File: src/rtl/dot_prod_pkg.sv
// Shared types and defaults for the dot-product sequencer and its watchdog.
package dot_prod_pkg;
    localparam int DEF_N       = 1000;
    localparam int DEF_ADDR_W  = 10;
    localparam int DEF_DATA_W  = 27;
    localparam int DEF_RES_W   = 64;
    localparam int DEF_TIMEOUT = 4096;

    typedef enum logic [2:0] {
        IDLE,
        LOAD,
        ARM,
        RUN,
        HOLD
    } state_e;

    localparam logic [1:0] ERR_OK      = 2'd0;
    localparam logic [1:0] ERR_TIMEOUT = 2'd1;
    localparam logic [1:0] ERR_BAD_IDX = 2'd2;
endpackage

File: src/rtl/dot_prod_watchdog.sv
// Clearable run-cycle counter. o_expire flags the cycle whose increment reaches TIMEOUT,
// and the count itself doubles as the reported res_cycles.
module dot_prod_watchdog #(
    parameter int TIMEOUT = 4096,
    parameter int CNT_W   = 32
) (
    input  logic             clk,
    input  logic             rst,
    input  logic             i_clr,
    input  logic             i_en,
    output logic [CNT_W-1:0] o_count,
    output logic             o_expire
);
    logic [CNT_W-1:0] r_count;
    logic [CNT_W-1:0] w_next;

    assign w_next   = r_count + 1'b1;
    assign o_count  = r_count;
    assign o_expire = i_en && (w_next >= CNT_W'(TIMEOUT));

    always_ff @(posedge clk) begin
        if (rst || i_clr) begin
            r_count <= '0;
        end else if (i_en) begin
            r_count <= w_next;
        end
    end
endmodule

File: src/rtl/dot_prod_sequencer.sv
// Host-side controller for one dot-product core: loads its operand arrays,
// launches a run, and returns result / error / cycle count over a valid-ready channel.
module dot_prod_sequencer
    import dot_prod_pkg::*;
#(
    parameter int N       = DEF_N,
    parameter int ADDR_W  = DEF_ADDR_W,
    parameter int DATA_W  = DEF_DATA_W,
    parameter int RES_W   = DEF_RES_W,
    parameter int TIMEOUT = DEF_TIMEOUT
) (
    input  logic              clk,
    input  logic              rst,
    input  logic              cmd_valid,
    output logic              cmd_ready,
    input  logic              cmd_load,
    input  logic [ADDR_W-1:0] cmd_i0,
    input  logic [RES_W-1:0]  cmd_acc0,
    input  logic              ld_valid,
    output logic              ld_ready,
    input  logic [DATA_W-1:0] ld_a,
    input  logic [DATA_W-1:0] ld_b,
    output logic              load_done,
    output logic              res_valid,
    input  logic              res_ready,
    output logic [RES_W-1:0]  res_data,
    output logic [1:0]        res_err,
    output logic [31:0]       res_cycles,
    output logic              core_r_enable,
    output logic              core_control_arr,
    output logic [ADDR_W-1:0] core_init_i,
    output logic [RES_W-1:0]  core_init_acc,
    output logic              core_we_a,
    output logic              core_we_b,
    output logic [ADDR_W-1:0] core_addr_a,
    output logic [ADDR_W-1:0] core_addr_b,
    output logic [DATA_W-1:0] core_wdata_a,
    output logic [DATA_W-1:0] core_wdata_b,
    input  logic              core_w_enable,
    input  logic [RES_W-1:0]  core_result
);
    localparam logic [ADDR_W-1:0] LAST_ADDR = ADDR_W'(N - 1);

    state_e            r_state;
    logic [ADDR_W-1:0] r_addr;
    logic              r_load_done;
    logic              r_r_enable;
    logic              r_ctrl_arr;
    logic              r_res_valid;
    logic [RES_W-1:0]  r_res_data;
    logic [1:0]        r_res_err;
    logic [ADDR_W-1:0] r_i0;
    logic [RES_W-1:0]  r_acc0;

    logic w_cmd_fire;
    logic w_ld_fire;
    logic w_wd_clr;
    logic w_wd_expire;

    assign cmd_ready  = (r_state == IDLE);
    assign ld_ready   = (r_state == LOAD);
    assign w_cmd_fire = cmd_ready && cmd_valid;
    assign w_ld_fire  = ld_ready && ld_valid;

    // Array write ports are the only combinational path from host inputs to the core.
    assign core_we_a    = w_ld_fire;
    assign core_we_b    = w_ld_fire;
    assign core_addr_a  = w_ld_fire ? r_addr : '0;
    assign core_addr_b  = w_ld_fire ? r_addr : '0;
    assign core_wdata_a = w_ld_fire ? ld_a : '0;
    assign core_wdata_b = w_ld_fire ? ld_b : '0;

    assign core_r_enable    = r_r_enable;
    assign core_control_arr = r_ctrl_arr;
    assign core_init_i      = r_i0;
    assign core_init_acc    = r_acc0;
    assign load_done        = r_load_done;
    assign res_valid        = r_res_valid;
    assign res_data         = r_res_data;
    assign res_err          = r_res_err;

    // Any run command zeroes the count, so a rejected index reports 0 cycles.
    assign w_wd_clr = (r_state == ARM) || (w_cmd_fire && !cmd_load);

    dot_prod_watchdog #(
        .TIMEOUT (TIMEOUT),
        .CNT_W   (32)
    ) u_watchdog (
        .clk      (clk),
        .rst      (rst),
        .i_clr    (w_wd_clr),
        .i_en     (r_state == RUN),
        .o_count  (res_cycles),
        .o_expire (w_wd_expire)
    );

    always_ff @(posedge clk) begin
        if (rst) begin
            r_state     <= IDLE;
            r_addr      <= '0;
            r_load_done <= 1'b0;
            r_r_enable  <= 1'b0;
            r_ctrl_arr  <= 1'b1;
            r_res_valid <= 1'b0;
            r_res_data  <= '0;
            r_res_err   <= ERR_OK;
            r_i0        <= '0;
            r_acc0      <= '0;
        end else begin
            r_load_done <= 1'b0;
            r_r_enable  <= 1'b0;
            unique case (r_state)
                IDLE: begin
                    if (w_cmd_fire) begin
                        if (cmd_load) begin
                            r_state <= LOAD;
                            r_addr  <= '0;
                        end else begin
                            r_i0   <= cmd_i0;
                            r_acc0 <= cmd_acc0;
                            if (int'(cmd_i0) > N) begin
                                r_state     <= HOLD;
                                r_res_valid <= 1'b1;
                                r_res_data  <= '0;
                                r_res_err   <= ERR_BAD_IDX;
                            end else begin
                                r_state    <= ARM;
                                r_r_enable <= 1'b1;
                                r_ctrl_arr <= 1'b0;
                            end
                        end
                    end
                end
                LOAD: begin
                    if (w_ld_fire) begin
                        if (r_addr == LAST_ADDR) begin
                            r_addr      <= '0;
                            r_state     <= IDLE;
                            r_load_done <= 1'b1;
                        end else begin
                            r_addr <= r_addr + 1'b1;
                        end
                    end
                end
                ARM: r_state <= RUN;
                RUN: begin
                    // Completion beats a same-cycle timeout.
                    if (core_w_enable) begin
                        r_state     <= HOLD;
                        r_res_valid <= 1'b1;
                        r_res_data  <= core_result;
                        r_res_err   <= ERR_OK;
                        r_ctrl_arr  <= 1'b1;
                    end else if (w_wd_expire) begin
                        r_state     <= HOLD;
                        r_res_valid <= 1'b1;
                        r_res_data  <= '0;
                        r_res_err   <= ERR_TIMEOUT;
                        r_ctrl_arr  <= 1'b1;
                    end
                end
                HOLD: begin
                    if (res_ready) begin
                        r_state     <= IDLE;
                        r_res_valid <= 1'b0;
                    end
                end
                default: r_state <= IDLE;
            endcase
        end
    end
endmodule

File: config.mk
export PLATFORM = sky130hd
export DESIGN_NAME = dot_prod_sequencer
export DESIGN_NICKNAME = d
export VERILOG_FILES = /design/src/rtl/dot_prod_pkg.sv /design/src/rtl/dot_prod_watchdog.sv /design/src/rtl/dot_prod_sequencer.sv
export SDC_FILE = /design/constraint.sdc
export NUM_CORES = 1
export LEC_CHECK = 0
export BUFFER_PORTS_ARGS = -buffer_cell sky130_fd_sc_hd__clkbuf_2
export CORE_AREA = 4 4 175 177
export CTS_CLUSTER_SIZE = 12
export DETAILED_ROUTE_END_ITERATION = 10
export DIE_AREA = 0 0 179 181
export GPL_TIMING_DRIVEN = 0
export MAX_ROUTING_LAYER = met4
export PLACE_DENSITY = 0.59
export SLEW_MARGIN = 15
export SYNTH_ARGS = -nofsm -noshare
export SYNTH_HDL_FRONTEND = slang
export SYNTH_HIERARCHICAL = 1
export SYNTH_SLANG_ARGS = --single-unit
export TNS_END_PERCENT = 20
File: constraint.sdc
create_clock -name clk -period 6.9 [get_ports clk]
set_input_delay 0.345 -clock clk [delete_from_list [all_inputs] [get_ports clk]]
set_output_delay 0.345 -clock clk [all_outputs]
set_load 0.01 [all_outputs]
==> summary.md <==
| Metric | Value |
|---|---|
| H-Tree Depth | 4 |
| Status | finished, final reports clean |
| Area growth syn-to-layout | 37.8% |
| Syn. warnings | 6 |
| Rows | 63 |
| Initial Util | a little under a third |
| MaxCap Viol Count | 0 |
| Crit start category | flip-flop |
| Clock power frac | between 30% and 40% |
| Design area | around 12000 µm² |
| Sequential share of power | a little under half |
| Clock slew seen by the registers of the worst setup and hold paths | roughly 0.08 ns |
| Critical path arrival | 4.11 ns |
| Wire length per cell | 17.6 µm |
| Slew at the pin with the worst max-slew slack | approximately 0.86 ns |
| Clock root cell | clkbuf_16 |
| Post-Route WL | around 34000 µm |
| Die ar. | 32400 µm² |
| Overflow after GRT | 0 |
| R2R Setup Slk | ~3.1 ns |
| R2r endpoint | res_data[39] |
| DIE WIDTH | between 150 and 200 µm |
| Hold EP | core_init_acc[23] |
| Crit path max fanout | 10 |
| Final Non-Filler Cells | between 1.5k and 2k |
| Period utilisation layout | a little over half |
| Area contributors post-synth | dfxtp_1, a21oi_1, nand2_1 |
| First-pass GRT wire length | 51900 µm |
| Worst Hold Depth | 3 |
| Power density cells | between 200 and 250 nW/µm² |
| Final Hold Fails | 0 |
| Vias in the first global route | ~9.3k |
| P_leak | around 5.5 nW |
| Post-synth top area cell | dfxtp_1 |
| #FFs+latches synth | 189 |
| Relative slew slack | 42.8% |
| Number of gates resized after CTS | 0 |
| Fin Clk Skew | between 0.02 and 0.025 ns |
| Worst min-delay path category | in -> reg |
| Gr usage total | around a fifth |
| Final ANT Viol Nets | 0 |
| CTS max path bufs | 2 |
| CP required | a little over 7 ns |
| Post-synth top cells | dfxtp_1, nand2_1, a21oi_1 |
| I/O pin total | about 450 |
| CTS buffer count | 17 |
| Post-CTS Setup Inserts | 0 |
| R2r worst-path depth | 13 |
| Sequential element share of the synthesized area | 43.0% |
| Dpl hpwl | approximately 27000 µm |
| RSZ-0062 raised after global routing | no |
| Via count | 9696 |
| Crit Path Class | reg -> reg |
| Clock Sinks | 189 |
| Yosys cell types | between 60 and 70 |
| Setup Viol. Count Final | 0 |
| Post-synth top flop | dfxtp_1 |
| Reg-to-Reg Start | u_watchdog/o_count[0] |
| Inst Count DP | ~1.9k |
| Fmax | about 0.27 GHz |
| Nets@finish | around 1.7k |
| TNS Setup | 0 ns |
| Share of cells above drive strength 1 | between 30% and 40% |
| Final Power | approximately 0.0025 W |
| Die Ht | 181 µm |
| Fin crit period | between 3 and 4 ns |
| Hold Path Origin | cmd_acc0[23] |
| Part of the power in combinational logic | 15.8% |
| CTS tree | yes |
| Post-DP Area | 11500 µm² |
| DR DRC count | 0 |
| Ant. Diodes | 0 |
| Hold_buf cts | 0 |
| Placer Congestion | a little under 0.9 |
| Most frequent cell after synthesis | dfxtp_1 |
| Syn Inst Count | between 1k and 1.5k |
| Fin Hold WS | 0.119 ns |
| Vias per cell | a little over 5 |
| Core Area | 29200 µm² |
| Internal power | ~0.0018 W |
| Worst skew pair latency | between 0.4 and 0.5 ns |
| Final Max Tran Viols | 0 |
| Fillers | between 3k and 4k |
| Mean post-synth cell area | around 8.4 µm² |
| Switching power | ~0.00077 W |
| EDFF count, synth | 0 |
| Largest net degree at the start of global routing | 20 |
| Worst setup EP type | flip-flop |
| DRT iter0 DRCs | 616 |
| Cell area after synthesis | roughly 8800 µm² |
| Sw Share | 30.4% |
| Synth top area share | 43.0% |
| Initial DRT Pass Iterations | 5 |
| Port buffer count | around 450 |
| Asr flop ratio synth | 0% |
| Worst vdd ir | 0.148 mV |
| Initial antenna violation count | 0 |
| Syn_nets | 1254 |
area by class of cell:
cell class / instances / area [µm²] / share of cell area [%]
multi-input combinational: 749 / 4480 / 36.9
sequential: 189 / 3780 / 31.2
timing repair buffer: 452 / 2260 / 18.7
buffer: 109 / 514 / 4.24
tap: 390 / 488 / 4.03
clock buffer: 18 / 429 / 3.54
clock inverter: 14 / 144 / 1.19
inverter: 6 / 22.5 / 0.186
worst max path at each step:
stage | slack, ns | to | cells after the start | start
2_1_floorplan | 3.80 | res_data[37] | 13 | u_watchdog/o_count[0]
3_3_place_gp | 3.18 | res_data[51] | 13 | u_watchdog/o_count[0]
3_5_place_dp | 3.12 | res_data[53] | 13 | u_watchdog/o_count[0]
4_1_cts | 3.11 | res_data[39] | 13 | u_watchdog/o_count[0]
5_1_grt | 2.85 | res_data[39] | 13 | u_watchdog/o_count[0]
6_report | 3.14 | res_data[39] | 13 | u_watchdog/o_count[0]
cell usage in the layout, fill, tap and decap left out, types with 7 or more instances in the layout:
cell         n
clkbuf_1    69
a221oi_1    34
clkbuf_2   452
clkbuf_16   17
a221oi_2    30
xnor2_1     14
a21oi_1    151
and3_1      74
nor2_1      43
nand4_1     12
xor2_1      24
o21ai_0     14
nand2_1    170
nand3_1     21
or3_1        8
nor3_1      76
buf_2       18
dfxtp_1    189
and2_1       7
buf_4       12
registers in the layout, indices dropped and copies added (netlist names):
register            flops
core_control_arr        1
core_init_acc          64
core_init_i            10
core_r_enable           1
load_done               1
r_addr                 10
r_state                 3
res_data               64
res_err                 2
res_valid               1
u_watchdog/o_count     32
routing by layer:
metal | share of wire (%) | GRT usage [%] | routed length [µm]
met5 | 0 | - | 0
met4 | 1.6 | 4.51 | 529
met3 | 7.7 | 5.57 | 2620
met2 | 48 | 32.8 | 16100
met1 | 43 | 26.2 | 14700
power by group through the flow:
stage               sequential [W]  combinational, W  clock (W)
floorplan                  0.00118          0.000203          0
global placement           0.00117          0.000398          0
detailed placement         0.00117          0.000401          0
CTS                        0.00114          0.000402    0.00102
global route               0.00115          0.000438    0.00106
finish                     0.00114          0.000400   0.000986
stage by stage:
stage,util (%),setup slack [ns]
final,41.5,3.14
after global routing,41.5,2.85
after CTS,41.5,3.11
after detailed placement,39.5,3.12
after global placement,39.5,3.18
after floorplan,-,3.80
worst max-delay path, cell delays in order (launching register included):
cell      delay, ns
dfxtp_1        0.41
ha_1           0.24
nand4_2        0.18
nor4_2         0.47
mux2i_1        0.24
a31oi_1        0.10
a2111o_1       0.30
o41a_1         0.51
nor2_1         0.19
a221o_1        0.27
buf_2          0.28
buf_6          0.21
a221oi_2       0.05
nor3_1         0.22
cell families (layout without fill, tap and decap cells):
| family | Yosys count | in the layout | share of synthesized area (%) |
|---|---|---|---|
| flops | 189 | 189 | 43.0 |
| compound gates | 259 | 259 | 20.8 |
| xor+xnor | 38 | 38 | 3.78 |
| fa+ha+maj | 2 | 2 | 0.284 |
| buf+inv | 115 | 599 | 6.10 |
| mux | 4 | 4 | 0.455 |
| simple gates | 446 | 446 | 25.6 |
No activity file was read; power rests on OpenSTA's default activity.
